File: src/rtl/idle_shutdown.sv
// Inactivity watchdog: counts idle seconds while powered and pulses a power-off
// request, re-issuing it until the starter acknowledges by returning to mode 00.
module idle_shutdown #(
    parameter int unsigned CLK_HZ      = 100_000_000,
    parameter int unsigned IDLE_SEC    = 10,
    parameter int unsigned WARN_SEC    = 3,
    parameter int unsigned ACK_TIMEOUT = 16
) (
    input  logic       clk,
    input  logic       rst_n,
    input  logic [1:0] model,
    input  logic       throttle,
    input  logic       brake,
    input  logic       clutch,
    input  logic       reverse,
    input  logic       turn_left,
    input  logic       turn_right,
    output logic       power_off_req,
    output logic       idle_warn,
    output logic [3:0] idle_left
);

    localparam int unsigned PRESC_W = (CLK_HZ > 1) ? $clog2(CLK_HZ) : 1;
    localparam int unsigned ACK_W   = (ACK_TIMEOUT > 1) ? $clog2(ACK_TIMEOUT) : 1;

    typedef enum logic [1:0] {
        OFF      = 2'd0,
        COUNT    = 2'd1,
        REQ      = 2'd2,
        WAIT_ACK = 2'd3
    } state_t;

    state_t               state, state_n;
    logic [PRESC_W-1:0]   presc, presc_n;
    logic [ACK_W-1:0]     ack_cnt, ack_cnt_n;
    logic [3:0]           idle_left_n;
    logic                 req_n;
    logic                 warn_n;
    logic                 activity;
    logic                 powered;

    // Auto mode counts as permanent activity, so it never times out.
    assign activity = throttle | brake | clutch | reverse | turn_left | turn_right
                    | (model == 2'b11);
    assign powered  = (model != 2'b00);

    always_ff @(posedge clk or negedge rst_n) begin
        if (!rst_n) begin
            state         <= OFF;
            presc         <= '0;
            ack_cnt       <= '0;
            idle_left     <= 4'd0;
            power_off_req <= 1'b0;
            idle_warn     <= 1'b0;
        end else begin
            state         <= state_n;
            presc         <= presc_n;
            ack_cnt       <= ack_cnt_n;
            idle_left     <= idle_left_n;
            power_off_req <= req_n;
            idle_warn     <= warn_n;
        end
    end

    always_comb begin
        state_n     = state;
        presc_n     = presc;
        ack_cnt_n   = ack_cnt;
        idle_left_n = idle_left;
        req_n       = 1'b0;

        case (state)
            OFF: begin
                idle_left_n = 4'd0;
                presc_n     = '0;
                ack_cnt_n   = '0;
                if (powered) begin
                    state_n     = COUNT;
                    idle_left_n = 4'(IDLE_SEC);
                end
            end
            COUNT: begin
                if (!powered) begin
                    state_n     = OFF;
                    idle_left_n = 4'd0;
                    presc_n     = '0;
                end else if (activity) begin
                    idle_left_n = 4'(IDLE_SEC);
                    presc_n     = '0;
                end else if (presc == PRESC_W'(CLK_HZ - 1)) begin
                    presc_n     = '0;
                    idle_left_n = idle_left - 4'd1;
                    if (idle_left == 4'd1) begin
                        state_n = REQ;
                        req_n   = 1'b1;
                    end
                end else begin
                    presc_n = presc + PRESC_W'(1);
                end
            end
            REQ: begin
                ack_cnt_n = '0;
                state_n   = powered ? WAIT_ACK : OFF;
            end
            WAIT_ACK: begin
                // Shutdown is committed here; driver activity is deliberately ignored.
                if (!powered) begin
                    state_n   = OFF;
                    ack_cnt_n = '0;
                end else if (ack_cnt == ACK_W'(ACK_TIMEOUT - 1)) begin
                    state_n = REQ;
                    req_n   = 1'b1;
                end else begin
                    ack_cnt_n = ack_cnt + ACK_W'(1);
                end
            end
            default: state_n = OFF;
        endcase

        warn_n = (state_n == REQ) || (state_n == WAIT_ACK)
              || ((state_n == COUNT) && (idle_left_n <= 4'(WARN_SEC)));
    end

endmodule

File: config.mk
export PLATFORM = sky130hd
export DESIGN_NAME = idle_shutdown
export DESIGN_NICKNAME = d
export VERILOG_FILES = /design/src/rtl/idle_shutdown.sv
export SDC_FILE = /design/constraint.sdc
export NUM_CORES = 1
export LEC_CHECK = 0
export CAP_MARGIN = 20
export CORE_MARGIN = 5
export CORE_UTILIZATION = 40
export CTS_BUF_LIST = sky130_fd_sc_hd__clkbuf_16
export DETAILED_ROUTE_END_ITERATION = 12
export PLACE_DENSITY = 0.63
export REMOVE_ABC_BUFFERS = 1
export SETUP_SLACK_MARGIN = 0.1
export SLEW_MARGIN = 20
export SYNTH_ARGS = -nofsm -noshare
export SYNTH_HDL_FRONTEND = slang
export SYNTH_SLANG_ARGS = --single-unit
File: constraint.sdc
create_clock -name clk -period 2.9 [get_ports clk]
set_clock_uncertainty 0.15 [all_clocks]
set_input_delay 0.435 -clock clk [delete_from_list [all_inputs] [get_ports clk]]
set_output_delay 0.435 -clock clk [all_outputs]
set_load 0.005 [all_outputs]
======== After elaboration in Yosys (flattened, before gate mapping) ========
Cells that the tools add are included.
storage, ports and cells
  flip-flop bits (word level) ............. 39
  output and inout port bits .............. 6
  word-level logic and storage cells ...... 64
operators by class
  add/subtract/negate cells ............... 3
  magnitude comparators ................... 1
  equal/unequal tests ..................... 11
  multiplexer cells ....................... 28
  bitwise operators ....................... 6
  reduce and logical (&&, ||, !) cells .... 9
operator list
  cell                                                                               number
  27-bit 2-to-1 mux                                                                  3
  27-bit case mux with 2 select lines                                                1
  27-bit by 1-bit adder with 27-bit output (second input constant)                   1
  27-bit equality test (second input constant)                                       1
  4-bit 2-to-1 mux                                                                   6
  2-bit 2-to-1 mux                                                                   8
  4-bit case mux with 2 select lines                                                 2
  2-bit equality test (second input constant)                                        5
  2-bit case mux with 4 select lines                                                 1
  1-bit 2-to-1 mux                                                                   6
  1-bit bitwise OR                                                                   6
  2-bit nonzero test                                                                 3
  4-bit by 1-bit adder with 4-bit output (second input constant)                     1
  2-bit by 1-bit equality test with 1-bit output (second input constant)             2
  4-bit by 1-bit equality test with 1-bit output (second input constant)             1
  4-bit equality test (second input constant)                                        1
  4-bit by 2-bit less-or-equal comparator with 1-bit output (second input constant)  1
  4-bit by 1-bit subtractor with 4-bit output (second input constant)                1
  3-bit inequality test (second input constant)                                      1
  2-bit logical NOT                                                                  1
  1-bit logical OR                                                                   2
  1-bit case mux with 2 select lines                                                 1
  2-bit AND reduction                                                                1
  2-bit OR reduction                                                                 1
  1-bit logical AND                                                                  1

======== Longest topological paths before layout ========
Gate-level depths: netlist of the first run.
  depth in word-level cells ............... 12
  mapped depth ............................ 7
  mapped depth without buffers ............ 6

======== Worst setup path before layout of the first run ========
No wires, ideal clock.
  path kind ............................... reg2reg
  start ................................... register presc[0]
  end ..................................... register presc[3]
  setup time .............................. 118 ps
  arrival ................................. 1812 ps
  required time ........................... 2632 ps
  slack ................................... 820 ps
  cell stages (with the launch flop) ...... 8
  buffers on the path ..................... 1
  period minus slack after synthesis ...... 2080 ps
  cells stage by stage .................... dfrtp_1 -> ha_1 -> and3_1 -> nand3_2 -> o311ai_1 -> buf_4 -> nor3_1 -> a21o_1
on the way
  longest elaborated chain between the ends .. 5
  elaborated cells on any way between the ends .. 6
ends and longest elaborated chain
  item                                                                                     RTL line  text
  start: declaration                                                                       34        logic [PRESC_W-1:0] presc, presc_n;
  start signal: assignment                                                                 57        presc <= presc_n;
  27-bit by 1-bit adder with 27-bit output / 27-bit equality test (equally long branches)  98, 90
  27-bit 2-to-1 mux *                                                                      90        end else if (presc == PRESC_W'(CLK_HZ - 1)) begin
  27-bit 2-to-1 mux *                                                                      87        end else if (activity) begin
  27-bit 2-to-1 mux *                                                                      83        if (!powered) begin
  27-bit case mux with 2 select lines *                                                    72        case (state)
Every way passes the cells marked *; elsewhere a longest branch is shown, timed or not.
A chain may end at the register's enable or synchronous reset.

==> impl_metrics.env, run 1 <==
export IMPL_finalSetupViolCount=0
export IMPL_status="finished clean"
export IMPL_hold_class="input port to asynchronous set/reset pin"
export IMPL_fin_nets=280
export IMPL_yosysWarnings=0
export IMPL_clock_sinks=39
export IMPL_irDropWorstVdd_uv=243
export IMPL_htree_levels=2
export IMPL_grt_max_degree=40
export IMPL_regArea_um2=976
export IMPL_crit_start="presc[0]"
export IMPL_io_buffers=15
export IMPL_holdWs_ns=0.126
export IMPL_die_area_mm2=0.00720
export IMPL_period_needed_ns=2.51
export IMPL_rsz0062_at_grt="false"
export IMPL_drtAntennaViolNets=0
export IMPL_fmax_ghz=0.399
export IMPL_cts_resized_gates=0
export IMPL_cts_buffer_depth=2
export IMPL_ioPinCount=16
export IMPL_detail_route_vias_per_cell=5.83
export IMPL_maxCapViolations=0
export IMPL_rr_startpoint="presc[0]"
export IMPL_dp_hpwl_mm=3.70
export IMPL_tightest_slew_ns=0.883
export IMPL_clk_latency_ns=0.28
export IMPL_grt_ovfl_total=0
export IMPL_slew_violations=0
export IMPL_syn_to_final_growth_pct=17.0
export IMPL_synth_seq_cells=39
export IMPL_num_rows=27
export IMPL_p_per_area_mw_per_mm2=425
export IMPL_cts_root_buf="clkbuf_16"
export IMPL_core_mm2=0.00547
export IMPL_wl_mm=5.28
export IMPL_drive_above_1_share_pct=8.99
export IMPL_grt_busiest_layer="met2"
export IMPL_cts_buffers=5
export IMPL_yosys_most_used_dff="dfrtp_1"
export IMPL_wire_per_inst_um=15.6
export IMPL_worstPathRequired_ns=2.90
export IMPL_synthTopCellsByArea="dfrtp_1 (44%), o21ai_0 (3.8%), nand2_1 (3.7%)"
export IMPL_critPathArrivalTime_ns=2.51
export IMPL_drc=0
export IMPL_grt_use_met1_pct=20.7
export IMPL_slew_headroom_pct=41.1
export IMPL_grtUsageTotal_pct=15.4
export IMPL_synth_top_area_share_pct=43.5
export IMPL_async_flop_share_pct=100
export IMPL_fin_crit_sh_pct=86.4
export IMPL_multi_input_area_mm2=0.00118
export IMPL_finalHoldViolations=0
export IMPL_leakagePower_nw=1.06
export IMPL_syn_avg_cell_area_um2=9.08
export IMPL_post_cts_buffers=0
export IMPL_yosysTopAreaCell="dfrtp_1"
export IMPL_grt_pass1_vias=1858
export IMPL_end_kind="flop"
export IMPL_die_w_um=84.9
export IMPL_path_class="flop to flop"
export IMPL_worst_r2r_cell_count=6
export IMPL_fill_cells=523
export IMPL_startpoint_type="flop"
export IMPL_cts_hold_buf=0
export IMPL_clk_pin_slew_ns=0.06
export IMPL_gp_congestion=0.790
export IMPL_grt_pass1_wl_mm=8.93
export IMPL_antenna_found_initial=0
export IMPL_syn_area_mm2=0.00224
export IMPL_ys_seq_area_share_pct=43.5
export IMPL_die_y_um=84.9
export IMPL_antenna_cells=0
export IMPL_cp_max_fo=24
export IMPL_use_met3_pct=3.20
export IMPL_num_vias=1977
export IMPL_finalSetupTns_ns=0
export IMPL_drt_iter0_markers=113
export IMPL_grt_use_met2_pct=24.1
export IMPL_ys_types=51
export IMPL_netlist_instances=247
export IMPL_cts_tree="built"
export IMPL_detail_route_first_pass_iterations=4
export IMPL_synth_enable_flop_cells=0
export IMPL_start_util_pct=41.0
==> worst paths after layout <==
kind	to	slack [ns]
worst max-delay path	flop	0.39
worst min register to register	presc[26]	0.34
min in group clk	presc[26]	0.34
max in group asynchronous	presc[7]	1.92
worst max register to register	flop	0.39
worst min-delay path	presc[16]	0.13
==> final cells by class <==
class / instances / area share [%]
timing repair buffer: 22 / 7.54
clock buffer: 5 / 4.77
clock inverter: 3 / 0.477
sequential: 39 / 37.2
inverter: 10 / 1.43
tap: 72 / 3.44
multi-input combinational: 188 / 45.1
==> flip-flops by register name (all words and copies together), names as in the netlist, named ones only <==
register,flops
idle_left,2
presc,27
idle_warn,1
state,2
ack_cnt,4
power_off_req,1
==> logic make-up (layout without fill, tap and decap cells) <==
logic type	after synthesis	count (layout)	share of synthesized area, %
AOI/OAI and AO/OA	65	65	18.1
xor gates and xnor gates	8	8	3.13
adders and majority gates	4	4	2.23
buffers and inverters	20	40	3.68
DFF	39	39	43.5
muxes	3	3	1.40
and+or+nand+nor	108	108	28.0
==> through the flow <==
step                      utilization [%]  instance area [um2]  worst slack [ns]  cells  total power, mW
after global placement               45.4                 2480             0.161    331            0.607
after floorplan                         -                 2200             0.390    237            0.573
after detailed placement             45.4                 2480             0.141    331            0.607
after CTS                            47.9                 2620             0.370    339             1.13
after global routing                 47.9                 2620             0.141    339             1.16
final                                47.9                 2620             0.394    339             1.11
==> worst max-delay path, stage by stage, from the launching register on <==
cell,delay (ns)
dfrtp_1,0.42
ha_1,0.24
and3_1,0.25
nand3_2,0.19
o311a_2,0.58
nor2_1,0.42
o21ai_0,0.13
==> synth_stat cells, types with 2 or more instances <==
| cell | n |
|---|---|
| dfrtp_1 | 39 |
| nand2b_1 | 2 |
| nand2_1 | 22 |
| xnor2_1 | 5 |
| or3_1 | 3 |
| ha_1 | 4 |
| a2bb2oi_1 | 2 |
| clkbuf_1 | 6 |
| nor2_1 | 16 |
| nand3_1 | 13 |
| nor4_1 | 3 |
| a211oi_1 | 2 |
| a31oi_1 | 13 |
| and2_1 | 3 |
| inv_1 | 9 |
| a21oi_1 | 16 |
| nor3_1 | 9 |
| a21o_1 | 4 |
| xor2_1 | 3 |
| and4_1 | 6 |
| and3_1 | 9 |
| o21ai_0 | 17 |
| buf_2 | 3 |
| mux2i_1 | 2 |
| nand4_1 | 10 |
==> layout by cell type, fill, tap and decap left out, drive strengths merged, types with 9 or more instances in the layout <==
| cell | count |
|---|---|
| and3 | 9 |
| dfrtp | 39 |
| a21oi | 16 |
| a31oi | 13 |
| clkdlybuf4s50 | 14 |
| o21ai | 17 |
| nor3 | 9 |
| nor2 | 16 |
| nand2 | 22 |
| nand3 | 14 |
| nand4 | 11 |
| inv | 11 |
==> metal layers <==
| metal | part of all wire, % | vias to the layer above | routed length, um |
|---|---|---|---|
| li1 | - | 963 | - |
| met1 | 48 | 960 | 2510 |
| met2 | 47 | 44 | 2480 |
| met3 | 3.6 | 10 | 188 |
| met4 | 1.8 | 0 | 96 |
| met5 | 0 | - | 0 |
==> power by group <==
group	internal (mW)	switching, mW
logic	0.0215	0.0251
registers	0.547	0.00292
clock network	0.311	0.207
total	0.879	0.235
Power figures use the tool's default switching activity.
==> run 2: changes to the inputs <==
--- a/config.mk
+++ b/config.mk
@@ -8,7 +8,6 @@
 export CAP_MARGIN = 20
 export CORE_MARGIN = 5
 export CORE_UTILIZATION = 40
-export CTS_BUF_LIST = sky130_fd_sc_hd__clkbuf_16
 export DETAILED_ROUTE_END_ITERATION = 12
 export PLACE_DENSITY = 0.63
 export REMOVE_ABC_BUFFERS = 1
==> run 2 against run 1 <==
Non-clock buffer count is the same; register-to-register slack about the same; sequential share of layout area rose by 0.82 points; critical path depth unchanged; via count down 1.8%; clock-buffer cell count is 2 higher; combinational power hardly changed; highest routed layer unchanged; total power shrank 15%; setup slack about the same.
==> impl_metrics.env, run 2 (synthesized netlist as in run 1, its figures left out) <==
export IMPL_cpMaxStageDelayCell="o311a_2"
export IMPL_num_rows=27
export IMPL_dp_slack_ns=0.141
export IMPL_detail_route_first_pass_iterations=4
export IMPL_drt_iter0_markers=80
export IMPL_drtAntennaViolNets=0
export IMPL_io_buffers=15
export IMPL_p_sw_share_pct=22.3
export IMPL_reg_top3="presc (27), ack_cnt (4)"
export IMPL_clk_latency_ns=0.29
export IMPL_slew_violations=0
export IMPL_use_met3_pct=3.20
export IMPL_core_mm2=0.00547
export IMPL_slew_headroom_pct=41.3
export IMPL_rsz0062_at_grt="false"
export IMPL_irDropWorstVdd_uv=209
export IMPL_finalSetupTns_ns=0
export IMPL_p_switching_mw=0.212
export IMPL_fin_crit_sh_pct=86.4
export IMPL_grt_pass1_vias=1819
export IMPL_dp_cells=331
export IMPL_path_cells="ha_1 -> and3_1 -> nand3_2 -> o311a_2 -> nor2_1 -> o21ai_0"
export IMPL_period_needed_ns=2.51
export IMPL_dp_hpwl_mm=3.70
export IMPL_syn_to_final_growth_pct=14.5
export IMPL_finalWorstSetupSlack_ns=0.393
export IMPL_stdcell_count=339
export IMPL_cts_resized_gates=0
export IMPL_grt_busiest_layer="met2"
export IMPL_final_common_cell="dfrtp_1"
export IMPL_detail_route_vias_per_cell=5.73
export IMPL_p_seq_share_pct=57.9
export IMPL_grt_max_degree=40
export IMPL_worst_r2r_cell_count=6
export IMPL_place_area_mm2=0.00248
export IMPL_hold_class="input port to asynchronous set/reset pin"
export IMPL_comb_power_share_pct=4.9
export IMPL_cpPeakStageDelay_ns=0.58
export IMPL_grt_use_met2_pct=23.6
export IMPL_cp_top_family="simple AND/OR/NAND/NOR gates"
export IMPL_final_area_mm2=0.00257
export IMPL_drive_above_1_share_pct=8.99
export IMPL_reg2reg_slack_ns=0.39
export IMPL_cts_buffers=5
export IMPL_grt_pass1_wl_mm=8.78
export IMPL_gp_congestion=0.790
export IMPL_crit_buf_inv=0
export IMPL_drc=0
export IMPL_start_util_pct=41.0
export IMPL_grtUsageTotal_pct=15.2
export IMPL_end_kind="flop"
export IMPL_fmax_ghz=0.399
export IMPL_crit_start="presc[0]"
export IMPL_die_area_mm2=0.00720
export IMPL_final_cell_mix="dfrtp_1 (39), nand2_1 (22), o21ai_0 (17)"
export IMPL_cts_root_buf="clkbuf_8"
export IMPL_largest_register="presc"
export IMPL_tightest_slew_ns=0.881
export IMPL_cp_max_fo=24
export IMPL_clk_pin_slew_ns=0.07
export IMPL_post_cts_buffers=0
export IMPL_num_vias=1941
export IMPL_status="finished clean"
export IMPL_cts_hold_buf=0
export IMPL_finalHoldViolations=0
export IMPL_htree_levels=2
export IMPL_p_int_mw=0.737
export IMPL_grt_use_met1_pct=20.4
export IMPL_wire_per_inst_um=15.5
export IMPL_startpoint_type="flop"
export IMPL_ioPinCount=16
export IMPL_clock_sinks=39
export IMPL_rr_startpoint="presc[0]"
export IMPL_p_per_area_mw_per_mm2=370
export IMPL_maxCapViolations=0
export IMPL_grt_ovfl_total=0
export IMPL_die_y_um=84.9
export IMPL_antenna_cells=0
export IMPL_antenna_found_initial=0
export IMPL_path_class="flop to flop"
export IMPL_leakagePower_nw=1.03
export IMPL_largest_reg_flops=27
export IMPL_finalSetupViolCount=0
export IMPL_fin_nets=280
export IMPL_wl_mm=5.24
export IMPL_die_w_um=84.9
export IMPL_cts_buffer_depth=2
export IMPL_cts_tree="built"
export IMPL_worstPathRequired_ns=2.91
export IMPL_critPathArrivalTime_ns=2.52
export IMPL_power_share_clock_pct=37.2
[run 2: power groups by stage]
stage                     logic, mW  registers (mW)  clock network (mW)
after floorplan              0.0133           0.560                   0
after global placement       0.0471           0.560                   0
after detailed placement     0.0473           0.560                   0
after CTS                    0.0474           0.549               0.370
after global routing         0.0521           0.550               0.394
final                        0.0464           0.549               0.353
[run 2: layer usage]
| metal | routed length [um] | part of all wire [%] | vias to the layer above |
|---|---|---|---|
| li1 | - | - | 960 |
| met3 | 142 | 2.7 | 8 |
| met5 | 0 | 0 | - |
| met4 | 85 | 1.6 | 0 |
| met2 | 2440 | 47 | 28 |
| met1 | 2570 | 49 | 945 |
[run 2: how the worst max path moves through the flow]
stage / end / slack [ns] / depth (start not counted)
5_1_grt: flop / 0.14 / 6
3_3_place_gp: flop / 0.16 / 7
2_1_floorplan: presc[15] / 0.39 / 6
6_report: flop / 0.39 / 6
3_5_place_dp: flop / 0.14 / 7
4_1_cts: flop / 0.36 / 6
[run 2: final cells by class]
cell class                      count  area [um2]
Clock buffer                        7        76.3
Clock inverter                      1        5.00
Fill cell                         528        2910
Inverter                           10        37.5
Multi-Input combinational cell    188        1180
Sequential cell                    39         976
Tap cell                           72        90.1
Timing Repair Buffer               22         198
[run 2: per-stage QoR]
step	util, %	hold WS (ns)	power [mW]
after global routing	46.9	0.184	0.996
after detailed placement	45.4	0.343	0.607
after global placement	45.4	0.347	0.607
final	46.9	0.109	0.949
after CTS	46.9	0.139	0.967
after floorplan	-	-0.0106	0.573
==> run 3: changes to the inputs <==
--- a/config.mk
+++ b/config.mk
@@ -9,9 +9,10 @@
 export CORE_MARGIN = 5
 export CORE_UTILIZATION = 40
 export DETAILED_ROUTE_END_ITERATION = 12
+export HOLD_SLACK_MARGIN = 0.02
 export PLACE_DENSITY = 0.63
 export REMOVE_ABC_BUFFERS = 1
-export SETUP_SLACK_MARGIN = 0.1
+export SETUP_SLACK_MARGIN = 0.5
 export SLEW_MARGIN = 20
 export SYNTH_ARGS = -nofsm -noshare
 export SYNTH_HDL_FRONTEND = slang
==> run 3 against run 2 <==
Worst hold slack got worse by 0.0075 ns; sequential share of layout area is 0.78 points lower; clock-buffer cell count stayed put; combinational power increased by 5.6%; utilization up 0.98 points; first-iteration DRC count rose by 43%; setup slack improved by 0.21 ns; total power is 0.84% higher; fmax is 9.4% higher; via count increased by 2.2%; highest routed layer unchanged.
==> impl_metrics.env, run 3 (synthesized netlist as in run 1, its figures left out) <==
export IMPL_fmax_ghz=0.436
export IMPL_grt_pass1_vias=1819
export IMPL_die_y_um=84.9
export IMPL_syn_to_final_growth_pct=16.9
export IMPL_p_total_mw=0.957
export IMPL_finalSetupViolCount=0
export IMPL_cp_max_fo=7
export IMPL_die_area_mm2=0.00720
export IMPL_htree_levels=2
export IMPL_status="finished clean"
export IMPL_power_share_clock_pct=37.5
export IMPL_final_cell_mix="dfrtp_1 (39), nand2_1 (22), o21ai_0 (17)"
export IMPL_clk_latency_ns=0.29
export IMPL_gp_congestion=0.790
export IMPL_path_class="flop to flop"
export IMPL_drive_above_1_share_pct=11.2
export IMPL_comb_power_share_pct=5.1
export IMPL_detail_route_first_pass_iterations=4
export IMPL_leakagePower_nw=1.04
export IMPL_tightest_slew_ns=0.885
export IMPL_grtUsageTotal_pct=15.2
export IMPL_io_buffers=15
export IMPL_wire_per_inst_um=15.9
export IMPL_cts_root_buf="clkbuf_8"
export IMPL_worstPathRequired_ns=2.90
export IMPL_grt_ovfl_total=0
export IMPL_period_needed_ns=2.29
export IMPL_drc=0
export IMPL_slew_violations=0
export IMPL_rsz0062_at_grt="false"
export IMPL_dp_cells=331
export IMPL_cts_tree="built"
export IMPL_p_sw_share_pct=22.9
export IMPL_fin_nets=280
export IMPL_p_int_mw=0.738
export IMPL_ioPinCount=16
export IMPL_detail_route_vias_per_cell=5.85
export IMPL_end_kind="flop"
export IMPL_grt_pass1_wl_mm=8.78
export IMPL_wl_met1_mm=2.57
export IMPL_startpoint_type="flop"
export IMPL_top_layer="met4"
export IMPL_holdWs_ns=0.101
export IMPL_wl_mm=5.40
export IMPL_p_seq_share_pct=57.4
export IMPL_finalHoldViolations=0
export IMPL_fin_crit_sh_pct=79.0
export IMPL_antenna_found_initial=0
export IMPL_slew_headroom_pct=41.0
export IMPL_critPathArrivalTime_ns=2.30
export IMPL_num_rows=27
export IMPL_clock_sinks=39
export IMPL_start_util_pct=41.0
export IMPL_dp_hpwl_mm=3.70
export IMPL_stdcell_count=339
export IMPL_hold_class="input port to asynchronous set/reset pin"
export IMPL_post_cts_buffers=0
export IMPL_irDropWorstVdd_uv=210
export IMPL_cts_buffers=5
export IMPL_largest_register="presc"
export IMPL_largest_reg_flops=27
export IMPL_wl_met2_mm=2.54
export IMPL_cts_buffer_depth=2
export IMPL_drt_iter0_markers=114
export IMPL_antenna_cells=0
export IMPL_p_per_area_mw_per_mm2=365
export IMPL_finalSetupTns_ns=0
export IMPL_die_w_um=84.9
export IMPL_grt_max_degree=40
export IMPL_drtAntennaViolNets=0
export IMPL_dr_wl_met3_um=186
export IMPL_clk_pin_slew_ns=0.08
export IMPL_p_switching_mw=0.219
export IMPL_num_vias=1983
export IMPL_reg_top3="presc (27), ack_cnt (4)"
export IMPL_final_common_cell="dfrtp_1"
export IMPL_maxCapViolations=0
export IMPL_core_mm2=0.00547
==> run 3: worst max-delay path, cell delays in order, from the launching register on <==
cell and delay [ns]:
dfrtp_1 0.45, nor4_4 0.35, nand4_4 0.20, or4_4 0.59
o41ai_2 0.26, o32ai_2 0.14
==> run 3: layer usage <==
| metal | vias to the layer above | global-route usage, % |
|---|---|---|
| met1 | 967 | 20.4 |
| met2 | 45 | 23.6 |
| met3 | 9 | 3.20 |
| li1 | 962 | - |
| met4 | 0 | 6.47 |
| met5 | - | 0 |
==> run 3: worst paths after layout <==
kind / to / cells after the start / start / slack [ns]
worst max-delay path: idle_warn / 5 / presc[10] / 0.61
worst min-delay path: idle_warn / 1 / rst_n / 0.10
worst max register to register: idle_warn / 5 / presc[10] / 0.61
worst min register to register: presc[26] / 1 / presc[26] / 0.34
max in group asynchronous: presc[1] / 1 / rst_n / 1.93
min in group clk: presc[26] / 1 / presc[26] / 0.34
==> run 3: repair_timing <==
action                                  4_1_cts  5_1_grt
resized for setup                             1        8
gates cloned                                  0        0
pin swaps                                     0        1
endpoints found under the setup margin        6       24
hold buffers                                  0        0
==> run 3: layout make-up <==
cell class / count / area, um2
Clock buffer: 7 / 76.3
Clock inverter: 1 / 5.00
Fill cell: 527 / 2850
Inverter: 10 / 37.5
Multi-Input combinational cell: 188 / 1240
Sequential cell: 39 / 976
Tap cell: 72 / 90.1
Timing Repair Buffer: 22 / 198
==> run 3: metrics by stage <==
| stage | utilization, % | cell area (um2) | setup WS, ns |
|---|---|---|---|
| CTS | 46.9 | 2570 | 0.505 |
| detailed placement | 45.4 | 2480 | 0.141 |
| finish | 47.9 | 2620 | 0.608 |
| floorplan | - | 2200 | 0.390 |
| global placement | 45.4 | 2480 | 0.161 |
| global route | 47.9 | 2620 | 0.476 |
==> run 3: power by group through the flow <==
stage | sequential (mW) | clock [mW] | combinational [mW]
detailed placement | 0.560 | 0 | 0.0473
floorplan | 0.560 | 0 | 0.0133
global route | 0.550 | 0.394 | 0.0549
finish | 0.549 | 0.358 | 0.0490
CTS | 0.549 | 0.370 | 0.0475
global placement | 0.560 | 0 | 0.0471
